**src/rtl/sdram_port_arbiter.sv**
```systemverilog
// Two-requester round-robin arbiter in front of one Avalon-MM master port.
// Accepted reads are tagged with the requester ID so pipelined readdatavalid can be routed back.
//
// state | meaning
// IDLE  | no grant; both requesters stalled, shared port strobes low
// GNT0  | m0 owns the shared port
// GNT1  | m1 owns the shared port
module sdram_port_arbiter #(
    parameter int ADDR_W   = 32,
    parameter int DATA_W   = 32,
    parameter int MAX_PEND = 4
) (
    input  logic                clk_clk,
    input  logic                reset_reset,
    input  logic [ADDR_W-1:0]   m0_address,
    input  logic                m0_read,
    input  logic                m0_write,
    input  logic [DATA_W-1:0]   m0_writedata,
    input  logic [DATA_W/8-1:0] m0_byteenable,
    output logic                m0_waitrequest,
    output logic [DATA_W-1:0]   m0_readdata,
    output logic                m0_readdatavalid,
    input  logic [ADDR_W-1:0]   m1_address,
    input  logic                m1_read,
    input  logic                m1_write,
    input  logic [DATA_W-1:0]   m1_writedata,
    input  logic [DATA_W/8-1:0] m1_byteenable,
    output logic                m1_waitrequest,
    output logic [DATA_W-1:0]   m1_readdata,
    output logic                m1_readdatavalid,
    output logic [ADDR_W-1:0]   avm_address,
    output logic                avm_read,
    output logic                avm_write,
    output logic [DATA_W-1:0]   avm_writedata,
    output logic [DATA_W/8-1:0] avm_byteenable,
    input  logic                avm_waitrequest,
    input  logic [DATA_W-1:0]   avm_readdata,
    input  logic                avm_readdatavalid,
    output logic                err_o
);
    localparam int PTR_W = $clog2(MAX_PEND);
    localparam int CNT_W = PTR_W + 1;

    typedef enum logic [1:0] {IDLE, GNT0, GNT1} state_t;

    state_t              state_q, state_d;
    logic                last_gnt_q, last_gnt_d;
    logic [MAX_PEND-1:0] tag_q;
    logic [PTR_W-1:0]    wr_ptr_q, rd_ptr_q;
    logic [CNT_W-1:0]    cnt_q;
    logic                err_q, err_d;

    logic req0, req1, granted, gnt_id, sel_read, sel_write, own_req, other_req;
    logic fifo_full, fifo_empty, blk, accept, push, pop, head_id;

    assign req0       = m0_read | m0_write;
    assign req1       = m1_read | m1_write;
    assign granted    = (state_q != IDLE) & ~reset_reset;
    assign gnt_id     = (state_q == GNT1);
    assign sel_read   = gnt_id ? m1_read  : m0_read;
    assign sel_write  = gnt_id ? m1_write : m0_write;
    assign own_req    = sel_read | sel_write;
    assign other_req  = gnt_id ? req0 : req1;
    assign fifo_full  = (cnt_q == CNT_W'(MAX_PEND));
    assign fifo_empty = (cnt_q == '0);
    assign blk        = granted & sel_read & fifo_full;
    assign accept     = granted & own_req & ~avm_waitrequest & ~blk;
    assign push       = accept & sel_read;
    assign pop        = avm_readdatavalid & ~fifo_empty & ~reset_reset;
    assign head_id    = tag_q[rd_ptr_q];

    assign avm_address    = gnt_id ? m1_address    : m0_address;
    assign avm_writedata  = gnt_id ? m1_writedata  : m0_writedata;
    assign avm_byteenable = gnt_id ? m1_byteenable : m0_byteenable;
    // A simultaneous read+write is illegal; only the read is forwarded.
    assign avm_read       = granted & sel_read & ~blk;
    assign avm_write      = granted & sel_write & ~sel_read;

    assign m0_waitrequest   = (granted & ~gnt_id) ? (avm_waitrequest | blk) : 1'b1;
    assign m1_waitrequest   = (granted &  gnt_id) ? (avm_waitrequest | blk) : 1'b1;
    assign m0_readdata      = avm_readdata;
    assign m1_readdata      = avm_readdata;
    assign m0_readdatavalid = pop & ~head_id;
    assign m1_readdatavalid = pop &  head_id;
    assign err_o            = err_q;

    always_comb begin
        state_d    = state_q;
        last_gnt_d = last_gnt_q;
        err_d      = err_q | (avm_readdatavalid & fifo_empty) | (granted & sel_read & sel_write);
        case (state_q)
            IDLE: begin
                if (req0 | req1)
                    state_d = (req1 & (~req0 | ~last_gnt_q)) ? GNT1 : GNT0;
            end
            GNT0, GNT1: begin
                if (accept) begin
                    last_gnt_d = gnt_id;
                    if (other_req)
                        state_d = gnt_id ? GNT0 : GNT1;
                end else if (!own_req) begin
                    state_d = other_req ? (gnt_id ? GNT0 : GNT1) : IDLE;
                end
            end
            default: state_d = IDLE;
        endcase
    end

    always_ff @(posedge clk_clk) begin
        if (reset_reset) begin
            state_q    <= IDLE;
            last_gnt_q <= 1'b1;
            tag_q      <= '0;
            wr_ptr_q   <= '0;
            rd_ptr_q   <= '0;
            cnt_q      <= '0;
            err_q      <= 1'b0;
        end else begin
            state_q    <= state_d;
            last_gnt_q <= last_gnt_d;
            err_q      <= err_d;
            if (push) begin
                tag_q[wr_ptr_q] <= gnt_id;
                wr_ptr_q        <= wr_ptr_q + PTR_W'(1);
            end
            if (pop)
                rd_ptr_q <= rd_ptr_q + PTR_W'(1);
            if (push & ~pop)
                cnt_q <= cnt_q + CNT_W'(1);
            else if (pop & ~push)
                cnt_q <= cnt_q - CNT_W'(1);
        end
    end
endmodule

```
**config.mk**
```make
export PLATFORM = sky130hd
export DESIGN_NAME = sdram_port_arbiter
export DESIGN_NICKNAME = d
export VERILOG_FILES = /design/src/rtl/sdram_port_arbiter.sv
export SDC_FILE = /design/constraint.sdc
export NUM_CORES = 1
export LEC_CHECK = 0
export CAP_MARGIN = 20
export CORE_AREA = 2 2 123 125
export DETAILED_ROUTE_END_ITERATION = 12
export DIE_AREA = 0 0 125 127
export GPL_TIMING_DRIVEN = 0
export PLACE_DENSITY = 0.63
export SLEW_MARGIN = 20
export SYNTH_ARGS = -nofsm -noshare
export SYNTH_HDL_FRONTEND = slang
export SYNTH_SLANG_ARGS = --single-unit
export TNS_END_PERCENT = 100
```
**constraint.sdc**
```tcl
create_clock -name clk_clk -period 4.43 [get_ports clk_clk]
set_input_delay 0.6645 -clock clk_clk [delete_from_list [all_inputs] [get_ports clk_clk]]
set_output_delay 0.6645 -clock clk_clk [all_outputs]
set_load 0.01 [all_outputs]
```
Word level (Yosys, flattened, before mapping)
Cells that the tools add are included.
{ "word_totals": {"ff_bits": 15, "output_inout_bits": 139, "elab_cells": 91, "input_bits": 176} }
{ "op_classes": {"n_eq_ne": 6, "muxes": 23, "n_bitwise": 40, "reduce_logical": 8, "add_sub_neg": 4, "magnitude_cmp": 3} }
{ "op_table": {"columns": ["op", "count"], "rows": [
  ["two-way mux 32 bit", 2],
  ["AND 1 bit", 21],
  ["two-way mux 2 bit", 7],
  ["NOT 1 bit", 11],
  ["bitwise OR 1 bit", 8],
  ["two-way mux 1 bit", 7],
  ["less-than comparator 2 x 3 -> 1 bit, second input constant", 2],
  ["two-way mux 3 bit", 2],
  ["!= test 3 bit, second input constant", 2],
  ["adder 2 x 1 -> 2 bit, second input constant", 2],
  ["bitwise mux 4 bit", 1],
  ["two-way mux 4 bit", 1],
  ["case mux 2 bit (2 select lines)", 1],
  ["nonzero test 2 bit", 2],
  ["adder 3 x 1 -> 3 bit, second input constant", 1],
  ["== test 3 bit, second input constant", 1],
  ["logical NOT 3 bit", 1],
  ["AND reduction 3 bit", 1],
  ["subtractor 3 x 1 -> 3 bit, second input constant", 1],
  ["binary-select mux 1 bit (select 2 bit)", 1],
  ["demux 1 bit (select 2 bit)", 1],
  ["== test 2 x 1 -> 1 bit, second input constant", 1],
  ["== test 2 bit, second input constant", 1],
  [">= comparator 2 x 1 -> 1 bit, second input constant", 1],
  ["other kinds (5)", 5]
]} }

Longest topological paths before layout
{ "depth": {"depth_word": 11, "mapped_depth": 12, "ltp_nobuf": 11} }

Least setup slack after synthesis
Ideal clock, no wire load.
{ "synth_timing": {"path_type": "in2reg", "from": "in reset_reset", "to": "reg cnt_q[2]", "t_required_ns": 4.359, "arrival_time_ns": 2.508, "slack_ns": 1.851, "setup_time_ns": 0.071, "stages": 10, "n_path_buf": 1, "cell_sequence": "buf_2 > nor3_2 > nand3_1 > inv_2 > ha_1 > inv_1 > fa_1 > xor2_1 > or3_1 > a21oi_1"} }
{ "synth_via": {"elab_chain_len": 10, "elab_cells_between_ends": 16, "classes_between": "1 x mux; 14 x bitwise; 1 x reduce/logical"} }
{ "synth_rtl": {"columns": ["element", "line", "text"], "rows": [
  ["start: declaration", "14", "input logic reset_reset,"],
  ["NOT 1 bit *", "58", "assign granted = (state_q != IDLE) & ~reset_reset;"],
  ["AND 1 bit *", "58", null],
  ["AND 1 bit (2 in a row)", "66", "assign blk = granted & sel_read & fifo_full;"],
  ["NOT 1 bit", "67", "assign accept = granted & own_req & ~avm_waitrequest & ~blk;"],
  ["AND 1 bit *", "67", null],
  ["AND 1 bit *", "68", "assign push = accept & sel_read;"],
  ["via push", "54", "logic fifo_full, fifo_empty, blk, accept, push, pop, head_id;"],
  ["NOT 1 bit", "130", "else if (pop & ~push)"],
  ["AND 1 bit", "130", null],
  ["nonzero test 2 bit (no source line)", null, null],
  ["end signal: assignment", "129", "cnt_q <= cnt_q + CNT_W'(1);"],
  ["end signal: assignment", "131", "cnt_q <= cnt_q - CNT_W'(1);"],
  ["end: declaration", "50", "logic [CNT_W-1:0] cnt_q;"]
]} }
Mark *: on every way through the listed nets, which the timed path passes. The rest lies on a longest branch.
A chain may end at the register's enable or synchronous reset.

Final worst setup path
{ "layout_timing": {"from": "reg state_q[1]", "to": "out avm_address[19]"} }
{ "layout_via": {"elab_chain_len": 2} }
{ "layout_rtl": {"columns": ["element", "line", "text"], "rows": [
  ["start: declaration", "46", "state_t state_q, state_d;"],
  ["start signal: assignment", "119", "state_q <= state_d;"],
  ["== test 2 bit", "59", "assign gnt_id = (state_q == GNT1);"],
  ["via gnt_id", "53", "logic req0, req1, granted, gnt_id, sel_read, sel_write, own_req, other_req;"],
  ["two-way mux 32 bit", "72", "assign avm_address = gnt_id ? m1_address : m0_address;"],
  ["end: declaration", "31", "output logic [ADDR_W-1:0] avm_address,"]
]} }
The timed path passes the listed nets, and every way through them passes these cells.

==> metrics.txt <==
status finished, final reports clean; maximum number of pins on one net before global-route repair 11; Crit Path Max Fanout 10; Place WS 1.22 ns; Post-synth EDFFs 0; final slew viol count 0; Post-CTS Resized 0; grt ovf 0; Layout Utilization 0.375; Syn Nets 442; Post-CTS Setup Repair Bufs 0; Layout Nets 728; number of global-route vias before repair 3075; register area share after synthesis 0.132; Tmin final 3.33 ns; leak pwr 2.11 nW; CTS hold repair buffers 0; port bufs 281; placed insts 722; part of the cycle the worst path needs 0.753; Clock Skews 0.00218 ns; row cnt 44; crit path launch type flip-flop; Post-DP HPWL 10300 µm; setup_tns 0 ns; Peak VDD IR 0.000147 V; P&R area growth vs syn 137%; crit path DAT 2.67 ns; Starting Density 0.158; first-pass GRT wire length 16900 µm; PD cells 324 nW/µm²; H-tree levels 1; Cell Area, Synth 2280 µm²; Final Hold Viols 0; per-cell routed wire length 16.0 µm; Vias 2830; CTS buffer count 3; crit end category primary output; crit path cell chain ha_1 -> buf_6 -> clkbuf_1 -> buf_2 -> mux2_2 -> clkdlybuf4s50_1; async set-or-reset flop fraction in the synthesized netlist 0; Critical Path RT 3.77 ns; Worst-Margin Slew 0.544 ns; layout cells sized above 1 0.286; initial antenna violation count 0; top cell type's share of synthesized area 0.345; Root Buffer clkbuf_16; Top FF cell, synth dfxtp_1; ranking of synthesized cells by area mux2_2, buf_4, dfxtp_1; Die Y-Extent 127 µm; clk sinks 15; Final Power 1.75 mW; clk_lat worst skew 0.25 ns; starting DRC count in detailed routing 93; Yosys warning total 0; Detailed Route WL 11600 µm; total track usage 0.135; CP Class reg2out; GP Congestion 0.839; Setup WS post-layout 1.10 ns; Fmax 300 MHz; Synth cell types 39; Clock Tree Buf Depth 2; Hold WC Path Type reg2reg; DR vias/cell 3.90; drc violations 0; Ports 315; Slew Limit Headroom 0.637; RSZ-0062 raised after global routing false; CTS tree built; Inserted Diodes 0; max capacitance violation total 0; TritonRoute pass-1 iters 4; CP peak stage delay 0.56 ns; Yosys reg bits 15; Mapped Cells 257; CTS clock-pin slew for the worst setup and hold paths 0.05 ns; Die ar. 15900 µm²; core area 14400 µm²; Avg Cell Area, Syn 8.88 µm²; Yosys top cell by area mux2_2; Detail Route Antenna Nets 0; overall die width 125 µm; # setup viols final 0; post-route insts no fill 726; CP max-delay cell clkdlybuf4s50_1
-- per-layer routing --
| layer | track usage | share of wire |
|---|---|---|
| met1 | 0.142 | 0.35 |
| met3 | 0.0674 | 0.12 |
| met2 | 0.244 | 0.51 |
| met4 | 0.0288 | 0.015 |
| met5 | 0 | 0 |
-- metrics by stage --
step           hold slack, ns  cell area (µm²)
3_5_place_dp            0.475             5330
2_1_floorplan           0.451             2280
6_report                0.479             5410
4_1_cts                 0.482             5410
3_3_place_gp            0.467             5330
5_1_grt                 0.509             5410
-- layout by cell type (no fill, tap or decap), types with 2 or more instances in the layout --
cell type          n
o21a_1             2
xnor2_1            2
nand3_1            5
o2111ai_1          2
o21ai_0            9
or3_1              4
mux2i_1            3
clkbuf_1           2
inv_2              2
inv_1             14
nor3_1             3
nor2_1             8
mux2_2            70
clkdlybuf4s50_1  281
dfxtp_1           15
buf_2              8
xor2_1             2
buf_4             64
a21oi_1            9
ha_1               8
nand2_1            5
clkbuf_16          3
or3b_1             2
-- flip-flops by register name (all words and copies together) (netlist names) --
name / cells
state_q: 2
cnt_q: 3
err_o: 1
rd_ptr_q: 2
last_gnt_q: 1
wr_ptr_q: 2
tag_q: 4
-- final cells by class --
| cell class | count | area [µm²] |
|---|---|---|
| well taps | 184 | 230 |
| fillers | 1482 | 9020 |
| flip-flops and latches | 15 | 300 |
| clock buffers | 3 | 75.1 |
| plain buffers | 75 | 539 |
| repair buffers | 281 | 2810 |
| inverters | 16 | 60.1 |
| clock inverters | 1 | 5.00 |
| multi-input cells | 151 | 1380 |
-- Yosys cell counts (all sizes together) (2+ instances only) --
cell type	number
o21a	2
ha	8
nor3	4
buf	73
nor2	8
inv	16
or3b	2
xnor2	2
nand2	5
dfxtp	15
o2111ai	2
nand3	5
mux2	70
clkbuf	2
or3	4
nor3b	2
a21oi	9
mux2i	3
xor2	2
o21ai	10
-- where the power goes --
group | total [mW] | internal [mW] | leakage [nW] | switching (mW)
sequential | 0.187 | 0.161 | 0.122 | 0.0259
clock | 0.180 | 0.121 | 0.0409 | 0.0589
combinational | 1.38 | 0.825 | 1.95 | 0.558
total | 1.75 | 1.11 | 2.11 | 0.643
-- worst paths after layout --
path	startpoint	end	slack [ns]	depth (start not counted)
max reg2reg	state_q[1]	cnt_q[2]	1.65	11
min reg2reg	tag_q[3]	tag_q[3]	0.48	2
max	state_q[1]	avm_address[19]	1.10	6
min	tag_q[3]	tag_q[3]	0.48	2
-- worst max-delay path, delay by kind of cell, from the launching register on --
kind,cells,cell delay (ns)
mux,1,0.36
flops,1,0.39
buf+inv,4,1.47
fa+ha+maj,1,0.19
-- logic make-up (layout without fill, tap and decap cells) --
kind of cell | count (synthesis) | after routing | synth area share
buffers and inverters | 91 | 376 | 0.263
muxes | 74 | 74 | 0.368
and+or+nand+nor | 34 | 34 | 0.0817
AOI/OAI and AO/OA | 30 | 30 | 0.0877
DFF | 15 | 15 | 0.132
adders and majority gates | 9 | 9 | 0.0526
xor gates and xnor gates | 4 | 4 | 0.0154
Note: power is estimated with default switching activity, not from simulation.
